## config.mk

```make
export PLATFORM = sky130hd
export DESIGN_NAME = program_counter
export DESIGN_NICKNAME = d
export VERILOG_FILES = /design/src/rtl/program_counter.sv
export SDC_FILE = /design/constraint.sdc
export NUM_CORES = 1
export LEC_CHECK = 0
export BUFFER_PORTS_ARGS = -buffer_cell sky130_fd_sc_hd__buf_2
export CAP_MARGIN = 10
export CORE_MARGIN = 2
export CORE_UTILIZATION = 49
export CTS_BUF_LIST = sky130_fd_sc_hd__clkbuf_4
export CTS_CLUSTER_DIAMETER = 50
export DETAILED_ROUTE_END_ITERATION = 12
export GPL_ROUTABILITY_DRIVEN = 0
export PLACE_DENSITY = 0.83
export SLEW_MARGIN = 25
export SYNTH_ARGS = -nofsm -noshare
export SYNTH_HDL_FRONTEND = slang
export SYNTH_SLANG_ARGS = --single-unit
```

## constraint.sdc

```tcl
create_clock -name clk -period 2.75 [get_ports clk]
set_clock_uncertainty 0.15 [all_clocks]
set_input_delay 0.275 -clock clk [delete_from_list [all_inputs] [get_ports clk]]
set_output_delay 0.275 -clock clk [all_outputs]
set_load 0.03 [all_outputs]
```

## src/rtl/program_counter.sv

```systemverilog
// Fetch-stage program counter: sequential advance, stall hold, branch/flush redirect
// with word-alignment of targets and a one-cycle misaligned-target flag.
module program_counter #(
  parameter int unsigned       XLEN         = 32,
  parameter logic [XLEN-1:0]   RESET_VECTOR = '0,
  parameter int unsigned       PC_STEP      = 4
) (
  input  logic            clk,
  input  logic            rst_,
  input  logic            stall,
  input  logic            branch,
  input  logic            flush,
  input  logic [XLEN-1:0] pc_branch,
  input  logic [XLEN-1:0] pc_flush,
  output logic [XLEN-1:0] pc,
  output logic [XLEN-1:0] pc_plus4,
  output logic            redirect,
  output logic            misaligned
);

  logic [XLEN-1:0] pc_q, pc_d;
  logic            redirect_q, redirect_d;
  logic            misaligned_q, misaligned_d;
  logic [XLEN-1:0] target;
  logic            take_redirect;

  // Next-PC selection: flush > branch > stall > sequential
  always_comb begin
    pc_d          = pc_q;
    redirect_d    = 1'b0;
    misaligned_d  = 1'b0;
    take_redirect = flush | branch;
    target        = flush ? pc_flush : pc_branch;
    pc_plus4      = pc_q + XLEN'(PC_STEP);

    if (take_redirect) begin
      pc_d         = {target[XLEN-1:2], 2'b00};
      redirect_d   = 1'b1;
      misaligned_d = |target[1:0];
    end else if (!stall) begin
      pc_d = pc_plus4;
    end
  end

  always_ff @(posedge clk or posedge rst_) begin
    if (rst_) begin
      pc_q         <= RESET_VECTOR;
      redirect_q   <= 1'b0;
      misaligned_q <= 1'b0;
    end else begin
      pc_q         <= pc_d;
      redirect_q   <= redirect_d;
      misaligned_q <= misaligned_d;
    end
  end

  assign pc         = pc_q;
  assign redirect   = redirect_q;
  assign misaligned = misaligned_q;

endmodule

```

==> metrics.cfg <==
[critical_path]
crit_type = flop to output pin
cp.required_ps = 2330
endpoint_kind = output pin
crit_path_end = pc_plus4[19]
path_max_fanout = 6
worstReg2RegStart = pc[2]
r2r_end = pc[17]
cp-start-kind = flop
worstPathArrival_ps = 2380
r2r_cells = 7
crit_path_start = pc[2]
r2r_slack_ps = 570

[cells_and_area]
fin_nets = 576
final_area_um2 = 3970
drive_gt1_share_pct = 40.4
synthToLayoutAreaGrowth_pct = 36.1
utilization_pct = 67.8
fill_cells = 470
final_cell_mix = buf_2 (127), buf_4 (34), nand2_1 (33)
layout_commonest_cell = buf_2
antenna_cells = 0

[grt]
grt_pass1_vias = 3398
grt_usage_pct = 30.6
antenna_found_initial = 0
overflow = 0
grt_max_degree = 23
grt_pass1_wl_um = 15700

[route]
dr.first_iter.drc_count = 578
routed_wl_um = 10700
vias = 3780
drtPass1Iterations = 6
viasPerCell = 6.49
routedWlPerCell_um = 18.4
drc = 0
ant_nets = 0

[power_and_ir_drop]
peakVddDrop_mv = 0.239
swShare_pct = 44.2
intPower_uw = 1030
p_leak_uw = 0.00186
pwr-share-clk_pct = 20.8
p_comb_share_pct = 45.1
power_switching_uw = 818
power_frac_seq_pct = 34.1
p_total_uw = 1850
powerDensity_nw_per_um2 = 467

[floorplanning]
coreArea_um2 = 5850
initial_core_util_pct = 49.8
fp-row-count = 28
io_pins = 135
die_area_um2 = 6580
die_height_um = 81.1
die_x_um = 81.1

[yosys]
synth_cell_types = 59
synth_edf_count = 0
ys_warn_count = 0
post-synth-top-area-cell = dfrtp_1
synth_flop_cell = dfrtp_1
syn-cell-area_um2 = 2920
synth_top_area_share_pct = 27.5
yosysSeqAreaShare_pct = 27.5
synth.area.top_cells = dfrtp_1 (27%), xnor2_1 (5.1%), nand2_1 (4.4%)
async_flop_share_pct = 100
synth_seq_cells = 32
avgSynthCellArea_um2 = 8.05
synth_cells = 362

[clock_tree]
cts_max_level = 2
cts-root-buf = clkbuf_4
cts_buffer_depth = 2
clk-insertion-delay-late_ps = 360
cts_made_buffers = 5
path_clk_slew_ps = 110
clkSinkCount = 32
cts_tree = built

[placed_design]
placement.io_buffers = 130
place_hpwl_um = 7340
dpl_worst_slack_ps = 186
post_dp_cell_area_um2 = 3690

[outcome]
violations = hold timing, setup timing
status = finished, violations left

[sta]
timing.final.crit_share_pct = 102
tightest_slew_ps = 671
rsz0062_at_grt = yes
setup_tns_ps = -86.0
slew_viol_final = 0
min_period_ps = 2810
fin_ws_ps = -59.3
hold_ws_ps = -0.192
slew_headroom_pct = 55.2
max_freq_ghz = 0.356
setup_viol = 3
hold_viol_final = 1

[hold_path]
hp-class = primary input to flop

[job]
cap_violations = 0

per-stage QoR:
| step | hold slack (ps) | cells |
|---|---|---|
| 2_1_floorplan | 241 | 365 |
| 3_3_place_gp | 236 | 559 |
| 3_5_place_dp | 242 | 559 |
| 6_report | -0.192 | 582 |
| 4_1_cts | 2.55 | 576 |
| 5_1_grt | 13.7 | 582 |
registers in the layout (all words and copies together), names as in the netlist:
signal,count
pc,30
redirect,1
misaligned,1
logic make-up (layout without fill, tap and decap cells):
family	count (synthesis)	count (layout)	synth area share (%)
xor gates and xnor gates	28	28	8.41
buffers and inverters	45	187	7.81
muxes	13	13	4.51
AOI/OAI and AO/OA	114	114	27.4
adders and majority gates	1	1	0.429
DFF	32	32	27.5
other	1	4	0.129
and+or+nand+nor	128	128	23.9
synthesized netlist by cell type (5+ instances only):
cell,instances
nand2_1,34
dfrtp_1,32
o21ai_0,24
clkbuf_1,17
xnor2_1,17
nand3_1,16
nor3_1,14
mux2i_1,12
nand4_1,12
nor4_1,12
inv_1,11
nor2_1,11
xor2_1,11
a21oi_1,10
a22o_1,10
o22ai_1,9
a31oi_1,8
a2bb2oi_1,7
o211ai_1,7
a211oi_1,6
a311oi_1,6
o21a_1,6
o22a_1,5
metal layers:
layer	vias up	wire length [um]	global-route usage, %	part of all wire (%)
met5	-	0	0	0
met4	0	471	12.0	4.4
met3	66	1180	5.56	11
met2	311	5140	52.5	48
met1	1738	3920	38.0	37
li1	1665	-	-	-
critical path, cell delays in order (launching register included):
cell	delay, ps
dfrtp_2	410
buf_4	120
buf_4	130
nand4_1	240
nor4_1	510
buf_4	220
nand4_1	120
nand2_1	90
buf_2	190
how the worst min path moves through the flow:
stage                            from  depth (start not counted)          to
final                     pc_flush[0]                          3  misaligned
after global routing      pc_flush[0]                          3  misaligned
after CTS                 pc_flush[0]                          3  misaligned
after detailed placement         rst_                          2       pc[8]
after global placement           rst_                          2       pc[8]
after floorplan                  rst_                          1  misaligned
timing repair:
action,in CTS,in global routing
hold buffers,5,0
gates resized for setup,9,14
endpoints found under the hold margin,19,0
setup buffers,4,6
pin swaps,0,4
endpoints found under the setup margin,7,13
area by class of cell:
class	count	area [um2]	share of cell area, %
well taps	75	93.8	2.37
inverters	11	41.3	1.04
clock inverters	2	35.0	0.883
repair buffers	168	960	24.2
flip-flops and latches	32	815	20.5
multi-input cells	288	1980	49.9
clock buffers	6	45.0	1.14
power groups by stage:
stage	clock, uW	sequential [uW]	combinational, uW
floorplan	0	714	458
global placement	0	625	767
detailed placement	0	633	780
CTS	381	620	809
global route	404	640	891
finish	385	632	836
No activity file was read; power rests on OpenSTA's default activity.
